===== config.mk =====
export PLATFORM = sky130hd
export DESIGN_NAME = uart_tx_cfg
export DESIGN_NICKNAME = d
export VERILOG_FILES = /design/src/rtl/uart_pkg.sv /design/src/rtl/uart_tx_fifo.sv /design/src/rtl/uart_tx_cfg.sv
export SDC_FILE = /design/constraint.sdc
export NUM_CORES = 1
export LEC_CHECK = 0
export BUFFER_PORTS_ARGS = -buffer_cell sky130_fd_sc_hd__buf_4
export CORE_UTILIZATION = 45
export CTS_CLUSTER_SIZE = 12
export DETAILED_ROUTE_END_ITERATION = 10
export PLACE_DENSITY = 0.73
export SLEW_MARGIN = 15
export SYNTH_ARGS = -nofsm -noshare
export SYNTH_HDL_FRONTEND = slang
export SYNTH_SLANG_ARGS = --single-unit

===== constraint.sdc =====
create_clock -name clk_50 -period 2.8 [get_ports clk_50]
set_input_delay 0.28 -clock clk_50 [delete_from_list [all_inputs] [get_ports clk_50]]
set_output_delay 0.28 -clock clk_50 [all_outputs]
set_load 0.02 [all_outputs]

===== src/rtl/uart_pkg.sv =====
// Shared types for the configurable UART transmitter.
// Holds the frame FSM state enum, parity mode constants and a parity helper.
package uart_pkg;

    typedef enum logic [2:0] {
        ST_IDLE,
        ST_START,
        ST_DATA,
        ST_PARITY,
        ST_STOP
    } tx_state_e;

    typedef enum logic [1:0] {
        PAR_NONE = 2'd0,
        PAR_ODD  = 2'd1,
        PAR_EVEN = 2'd2
    } parity_e;

    // Parity bit that makes the total ones count odd or even.
    // Words are zero-extended to 9 bits, which does not change parity.
    function automatic logic parity_bit(parity_e mode, logic [8:0] data);
        return (mode == PAR_ODD) ? ~(^data) : ^data;
    endfunction

endpackage


===== src/rtl/uart_tx_fifo.sv =====
// Small synchronous FIFO feeding the UART transmitter.
// Ports: clk_i, rst_i, push_i/data_i in, pop_i, data_o (head word), count_o,
// full_o, empty_o. Pushes when full and pops when empty are ignored.
module uart_tx_fifo
    import uart_pkg::*;
#(
    parameter int WIDTH = 8,
    parameter int DEPTH = 4
) (
    input  logic                     clk_i,
    input  logic                     rst_i,
    input  logic                     push_i,
    input  logic                     pop_i,
    input  logic [WIDTH-1:0]         data_i,
    output logic [WIDTH-1:0]         data_o,
    output logic [$clog2(DEPTH):0]   count_o,
    output logic                     full_o,
    output logic                     empty_o
);

    localparam int AW = $clog2(DEPTH);
    localparam logic [AW:0] FULL_CNT = (AW+1)'(DEPTH);

    logic [WIDTH-1:0] mem_q [DEPTH];
    logic [AW-1:0]    wr_ptr_q;
    logic [AW-1:0]    rd_ptr_q;
    logic [AW:0]      count_q;
    logic             do_push;
    logic             do_pop;

    assign full_o  = (count_q == FULL_CNT);
    assign empty_o = (count_q == '0);
    assign count_o = count_q;
    assign data_o  = mem_q[rd_ptr_q];

    assign do_push = push_i && !full_o;
    assign do_pop  = pop_i && !empty_o;

    // Storage needs no reset; only pointers and occupancy define validity.
    always_ff @(posedge clk_i) begin
        if (do_push && !rst_i) begin
            mem_q[wr_ptr_q] <= data_i;
        end
    end

    // DEPTH is a power of two, so pointers wrap by natural overflow.
    always_ff @(posedge clk_i) begin
        if (rst_i) begin
            wr_ptr_q <= '0;
            rd_ptr_q <= '0;
            count_q  <= '0;
        end else begin
            if (do_push) begin
                wr_ptr_q <= wr_ptr_q + AW'(1);
            end
            if (do_pop) begin
                rd_ptr_q <= rd_ptr_q + AW'(1);
            end
            if (do_push && !do_pop) begin
                count_q <= count_q + (AW+1)'(1);
            end else if (do_pop && !do_push) begin
                count_q <= count_q - (AW+1)'(1);
            end
        end
    end

endmodule


===== src/rtl/uart_tx_cfg.sv =====
// Configurable UART transmitter with a small input FIFO.
// Ports: clk_50, rst, baud_tick, tx_data/tx_valid/tx_ready (push side),
// tx_serial (line, idle high), tx_busy, fifo_count.
module uart_tx_cfg
    import uart_pkg::*;
#(
    parameter int DATA_BITS  = 8,
    parameter int PARITY     = 0,
    parameter int STOP_BITS  = 1,
    parameter int FIFO_DEPTH = 4
) (
    input  logic                          clk_50,
    input  logic                          rst,
    input  logic                          baud_tick,
    input  logic [DATA_BITS-1:0]          tx_data,
    input  logic                          tx_valid,
    output logic                          tx_ready,
    output logic                          tx_serial,
    output logic                          tx_busy,
    output logic [$clog2(FIFO_DEPTH):0]   fifo_count
);

    localparam parity_e PMODE = parity_e'(2'(PARITY));
    localparam int MAXB = (DATA_BITS > STOP_BITS) ? DATA_BITS : STOP_BITS;
    localparam int CW   = $clog2(MAXB + 1);
    localparam logic [CW-1:0] LAST_DATA = CW'(DATA_BITS - 1);
    localparam logic [CW-1:0] LAST_STOP = CW'(STOP_BITS - 1);

    tx_state_e            state_q;
    logic [DATA_BITS-1:0] shift_q;
    logic [CW-1:0]        cnt_q;
    logic                 serial_q;
    logic                 par_q;

    logic                 fifo_full;
    logic                 fifo_empty;
    logic [DATA_BITS-1:0] fifo_head;
    logic                 last_stop;
    logic                 pop;

    uart_tx_fifo #(
        .WIDTH (DATA_BITS),
        .DEPTH (FIFO_DEPTH)
    ) u_fifo (
        .clk_i   (clk_50),
        .rst_i   (rst),
        .push_i  (tx_valid),
        .pop_i   (pop),
        .data_i  (tx_data),
        .data_o  (fifo_head),
        .count_o (fifo_count),
        .full_o  (fifo_full),
        .empty_o (fifo_empty)
    );

    assign tx_ready  = !fifo_full;
    assign tx_serial = serial_q;
    assign tx_busy   = (state_q != ST_IDLE);

    // A new frame begins from IDLE or straight out of the final stop bit.
    assign last_stop = (state_q == ST_STOP) && (cnt_q == LAST_STOP);
    assign pop = baud_tick && !fifo_empty &&
                 ((state_q == ST_IDLE) || last_stop);

    always_ff @(posedge clk_50) begin
        if (rst) begin
            state_q  <= ST_IDLE;
            shift_q  <= '0;
            cnt_q    <= '0;
            serial_q <= 1'b1;
            par_q    <= 1'b0;
        end else if (baud_tick) begin
            if (pop) begin
                state_q  <= ST_START;
                shift_q  <= fifo_head;
                par_q    <= parity_bit(PMODE, 9'(fifo_head));
                cnt_q    <= '0;
                serial_q <= 1'b0;
            end else begin
                unique case (state_q)
                    ST_IDLE: begin
                        serial_q <= 1'b1;
                    end
                    ST_START: begin
                        serial_q <= shift_q[0];
                        shift_q  <= shift_q >> 1;
                        cnt_q    <= '0;
                        state_q  <= ST_DATA;
                    end
                    ST_DATA: begin
                        if (cnt_q == LAST_DATA) begin
                            cnt_q <= '0;
                            if (PMODE != PAR_NONE) begin
                                serial_q <= par_q;
                                state_q  <= ST_PARITY;
                            end else begin
                                serial_q <= 1'b1;
                                state_q  <= ST_STOP;
                            end
                        end else begin
                            serial_q <= shift_q[0];
                            shift_q  <= shift_q >> 1;
                            cnt_q    <= cnt_q + CW'(1);
                        end
                    end
                    ST_PARITY: begin
                        serial_q <= 1'b1;
                        cnt_q    <= '0;
                        state_q  <= ST_STOP;
                    end
                    ST_STOP: begin
                        serial_q <= 1'b1;
                        if (last_stop) begin
                            state_q <= ST_IDLE;
                        end else begin
                            cnt_q <= cnt_q + CW'(1);
                        end
                    end
                    default: begin
                        serial_q <= 1'b1;
                        state_q  <= ST_IDLE;
                    end
                endcase
            end
        end
    end

endmodule

-- After elaboration in Yosys (flattened, before gate mapping)
Memories as Yosys holds them, arrays and structs flattened. A register that Yosys moved wholly into a read port is not among the register bits.
Index checks and enable logic that the tools add are counted.
- register bits: 23
- RAM bits: 32
- bits of input ports: 12
- output and inout bits: 6
- logic and storage cells: 69
- memories kept: 1
- memories (memory ; depth ; width ; read ports ; clocked after memory_dff ; wr ports ; line ; RTL):
    u_fifo.mem_q ; 4 ; 8 ; 1 ; 1 ; 1 ; uart_tx_fifo.sv:24 ; logic [WIDTH-1:0] mem_q [DEPTH];
- add/subtract/negate cells: 5
- eq/ne operators: 11
- muxes and demuxes: 20
- reductions and logical operators: 25
- operators by type and width (kind ; count):
    2-to-1 mux 8 bit ; 2
    case mux 8 bit (2 select lines) ; 1
    2-to-1 mux 3 bit ; 5
    case mux 3 bit (5 select lines) ; 1
    2-to-1 mux 4 bit ; 3
    != test 3 x 2 -> 1 bit (second input constant) ; 4
    case mux 4 bit (3 select lines) ; 1
    logical AND 1 bit ; 8
    equality test 3 x 2 -> 1 bit (second input constant) ; 2
    equality test 3 bit (second input constant) ; 2
    zero test 3 bit ; 2
    AND reduction 3 bit ; 2
    nonzero test 3 bit ; 2
    zero test 1 bit ; 5
    adder 2 x 1 -> 2 bit (second input constant) ; 2
    adder 4 x 1 -> 4 bit (second input constant) ; 1
    equality test 4 x 3 -> 1 bit (second input constant) ; 1
    zero test 4 bit ; 1
    2-to-1 mux 1 bit ; 4
    2-to-1 mux 2 bit ; 2
    AND reduction 4 bit ; 1
    nonzero test 4 bit ; 1
    adder 3 x 1 -> 3 bit (second input constant) ; 1
    equality test 3 x 1 -> 1 bit (second input constant) ; 1
    other kinds (6) ; 6

-- Depth between registers and ports, before layout
- word-level depth: 8
- gate-level depth with buffers: 11
- gate-level depth less buffers: 10

-- Hierarchy
A second synthesis with hierarchy kept.
- cells, all modules: 189
- area total of the unflattened synthesis: 2499.9 um2
- by module, submodules not included (module ; instances ; cells an instance ; area each (um2) ; seq. area each (um2)):
    uart_tx_fifo ; 1 ; 91 ; 1637.8 ; 1141.1
    uart_tx_cfg ; 1 ; 98 ; 862.1 ; 320.3

-- Worst setup path after synthesis
No wires, ideal clock.
- path type: register -> register
- start point: reg cnt_q[0]
- end point: reg u_fifo.count_q[2] (netlist: u_fifo.count_o[2])
- setup time: 70 ps
- arrival: 2328 ps
- required time: 2730 ps
- slack: 401 ps
- stages on the path, launching flop included: 12
- period minus slack after synthesis: 2399 ps
- cells stage by stage: dfxtp_1 -> inv_1 -> ha_1 -> or3b_4 -> a211o_1 -> buf_2 -> ha_1 -> inv_1 -> fa_1 -> xor2_1 -> or3_1 -> a21oi_1
- word-level cells in the longest chain between the ends: 8
- elaborated cells on any way between the ends: 10
- RTL lines (what ; line ; RTL):
    start: declaration ; uart_tx_cfg.sv:31 ; logic [CW-1:0] cnt_q;
    start signal: assignment ; uart_tx_cfg.sv:103 ; cnt_q <= cnt_q + CW'(1);
    start signal: assignment ; uart_tx_cfg.sv:116 ; cnt_q <= cnt_q + CW'(1);
    zero test 4 bit (*) ; uart_tx_cfg.sv:61 ; assign last_stop = (state_q == ST_STOP) && (cnt_q == LAST_STOP);
    logical AND 1 bit (*) ; uart_tx_cfg.sv:61 ;
    logical OR 1 bit (*) ; uart_tx_cfg.sv:63 ; ((state_q == ST_IDLE) || last_stop);
    logical AND 1 bit (*) ; uart_tx_cfg.sv:62 ; assign pop = baud_tick && !fifo_empty &&
    logical AND 1 bit (*) ; uart_tx_fifo.sv:37 ; assign do_pop = pop_i && !empty_o;
    zero test 1 bit ; uart_tx_fifo.sv:59 ; if (do_push && !do_pop) begin
    logical AND 1 bit ; uart_tx_fifo.sv:59 ;
    2-to-1 mux 3 bit / nonzero test 2 bit (equally long branches) ; - ;
    end signal: assignment ; uart_tx_fifo.sv:60 ; count_q <= count_q + (AW+1)'(1);
    end signal: assignment ; uart_tx_fifo.sv:62 ; count_q <= count_q - (AW+1)'(1);
    end: declaration ; uart_tx_fifo.sv:27 ; logic [AW:0] count_q;
Mark *: on every way between the ends. The rest lies on a longest branch, timed or not.
A chain may end at the register's enable or synchronous reset.

-- Worst setup path in the final report
Ends and elaborated chain as after synthesis.

==> flow_summary.ini <==
[status]
status = finished, final reports clean

[routing]
ant_nets = 0
wirelength_um = 3985
vias = 1456
first_pass_iters = 4
drt_iter0_drc = 64
wl_per_cell_um = 14.23
routed_via_density = 5.200
drcViolationCount = 0

[critical_path]
cp-start-kind = register
crit_type = reg -> reg
rr_startpoint = cnt_q[0]$_SDFFE_PP0P_
r2r_end = u_fifo.count_o[2]$_SDFFE_PP0P_
slowest_stage = or3b_4
crit_required_ns = 3.07
path_buf_inv = 2
cpLargestDelayFamily = simple AND/OR/NAND/NOR gates
crit_fanout = 4
arrival_ns = 2.57
regToRegSetupSlack_ns = 0.50
path_cells = inv_1 -> ha_1 -> or3b_4 -> a211o_1 -> ha_1 -> inv_1 -> fa_1 -> xor2_1 -> or3_1 -> a21oi_1
worstRegToRegCells = 10
critPathLaunch = cnt_q[0]$_SDFFE_PP0P_
end_kind = register
max_stage_delay_ns = 0.39

[sta]
rsz0062_at_grt = no
fin_tns_setup_ns = 0
post-route-period-util = 0.8200
slew_headroom = 0.6293
period_needed_ns = 2.296
setup_viol = 0
worst_clock_skew_ns = 0.006136
worstMarginPinSlew_ns = 0.5552
max_freq_mhz = 435.5
holdWs_ns = 0.1403
timing.final.hold_violations = 0
drv_slew = 0

[clock_network]
postCtsSetupBuffers = 0
cts_resized = 0
clk_latency_ns = 0.33
clkSinkCount = 57
postCtsHoldBufs = 0
cts_max_level = 3
tritoncts = yes
cts_buffers = 9
clockBufferDepth = 2
root_buffer = clkbuf_8
cts.clk_slew.worst_paths_ns = 0.07

[floorplanning]
initial_core_util = 0.4707
std_cell_rows = 26
top_level_ports = 18
die_w_um = 75.56
dieArea_um2 = 5709
die_y_um = 75.56
core_area_um2 = 5172

[layout]
fill_cells = 433
final_cell_mix = 32 x edfxtp_1, 25 x dfxtp_1, 18 x buf_4, 15 x nor2_1, 10 x clkbuf_8
area_delta_synth_final_pct = 15.21
multi_input_area_um2 = 909.6
regArea_um2 = 1461
antenna_cells = 0
mostFrequentLayoutCell = edfxtp_1
drive_gt1_frac = 0.2190
fin_nets = 225

[placement]
hpwl_um = 2667
gp_congestion = 0.7489
port_buffers = 17

[power]
power_density_nw_per_um2 = 852.0
ir_drop_mv = 0.4126
p_leak_uw = 0.001027

[worst_hold_path]
hold_path_class = in -> reg
hold_depth = 1
hp-start = tx_data[5]
min_to = u_fifo.mem_q[3][5]$_DFFE_PP_

[synthesis]
synth_edf_count = 32
ys_seq_area_frac = 0.6002
synth.distinct_cells = 39
synthesis.area_um2 = 2435
ys.warnings.count = 0
postSynthAreaPerCell_um2 = 13.23
syn_nets = 204
synthCells = 184
ys.flop_type = edfxtp_1
synthArstFlopShare = 0
ys_seq_elements = 57

[global_route]
antenna_found_initial = 0
grt_pass1_wl_um = 6575
grt_max_degree = 26
grt-ovfl-total = 0
grt_usage = 0.1658
grt_pass1_vias = 1389

[job]
drv_cap = 0
per-stage QoR:
stage                 util  worst slack, ns  total power, uW  cell area, um^2  cells
floorplan                -           0.4012             1581             2435    184
global placement    0.5073           0.5634             1726             2624    264
detailed placement  0.5073           0.4995             1741             2624    264
CTS                 0.5423           0.4891             2421             2805    280
global route        0.5423           0.3576             2541             2805    280
finish              0.5423           0.5040             2390             2805    280
sequential cells by signal (all words and copies together) (netlist names), named ones only:
signal	count
state_q	3
u_fifo.mem_q	32
cnt_q	4
u_fifo.count_o	3
u_fifo.wr_ptr_q	2
u_fifo.rd_ptr_q	2
shift_q	8
tx_serial	1
report_power, final:
group          leakage, uW  switching [uW]  total (uW)  internal (uW)
registers         0.000495             114        1130           1010
logic             0.000449             287         589            302
clock network    0.0000821             331         675            344
total              0.00103             733        2390           1660
synth_stat cells (all sizes together) (2+ instances only):
library cell	number	area, um^2
nand3	6	30.03
o21ai	7	35.03
buf	4	18.76
nor2b	2	12.51
a31oi	3	33.78
a21oi	9	45.04
xnor2	2	17.52
or3	4	25.02
nor2	15	56.30
o31ai	2	15.01
clkbuf	4	15.01
xor2	2	17.52
nand2	4	15.01
nand2b	4	25.02
inv	8	30.03
mux2i	8	80.08
edfxtp	32	960.9
and2	4	25.02
or3b	2	20.02
nand4b	2	17.52
ha	7	87.58
dfxtp	25	500.5
mux4	8	180.2
a211oi	8	60.06
cell type report:
class / count / share of cell area
Clock buffer: 10 / 0.04906
Clock inverter: 6 / 0.01561
Inverter: 8 / 0.01070
Multi-Input combinational cell: 111 / 0.3243
Sequential cell: 57 / 0.5210
Tap cell: 70 / 0.03122
Timing Repair Buffer: 18 / 0.04817
metal layers:
metal,routed length (um),GRT usage
met1,1894,0.2094
met2,1890,0.2460
met3,147,0.07937
met4,53,0.06790
met5,0,0
kinds of logic (layout without fill, tap and decap cells):
logic type      after synthesis  count (layout)  synth area share
buf+inv                      16              42           0.02620
simple gates                 49              49            0.1131
mux                          16              16            0.1069
xor+xnor                      4               4           0.01439
fa+ha+maj                     8               8           0.04419
flops                        57              57            0.6002
compound gates               34              34           0.09507
worst max path at each step:
stage,end,slack (ns),cells after the start
4_1_cts,u_fifo.count_o[2]$_SDFFE_PP0P_,0.49,10
6_report,u_fifo.count_o[2]$_SDFFE_PP0P_,0.50,10
3_3_place_gp,u_fifo.count_o[2]$_SDFFE_PP0P_,0.56,10
3_5_place_dp,u_fifo.count_o[2]$_SDFFE_PP0P_,0.50,10
2_1_floorplan,u_fifo.count_o[2]$_SDFFE_PP0P_,0.40,11
5_1_grt,u_fifo.count_o[2]$_SDFFE_PP0P_,0.36,10
Power figures use the tool's default switching activity.
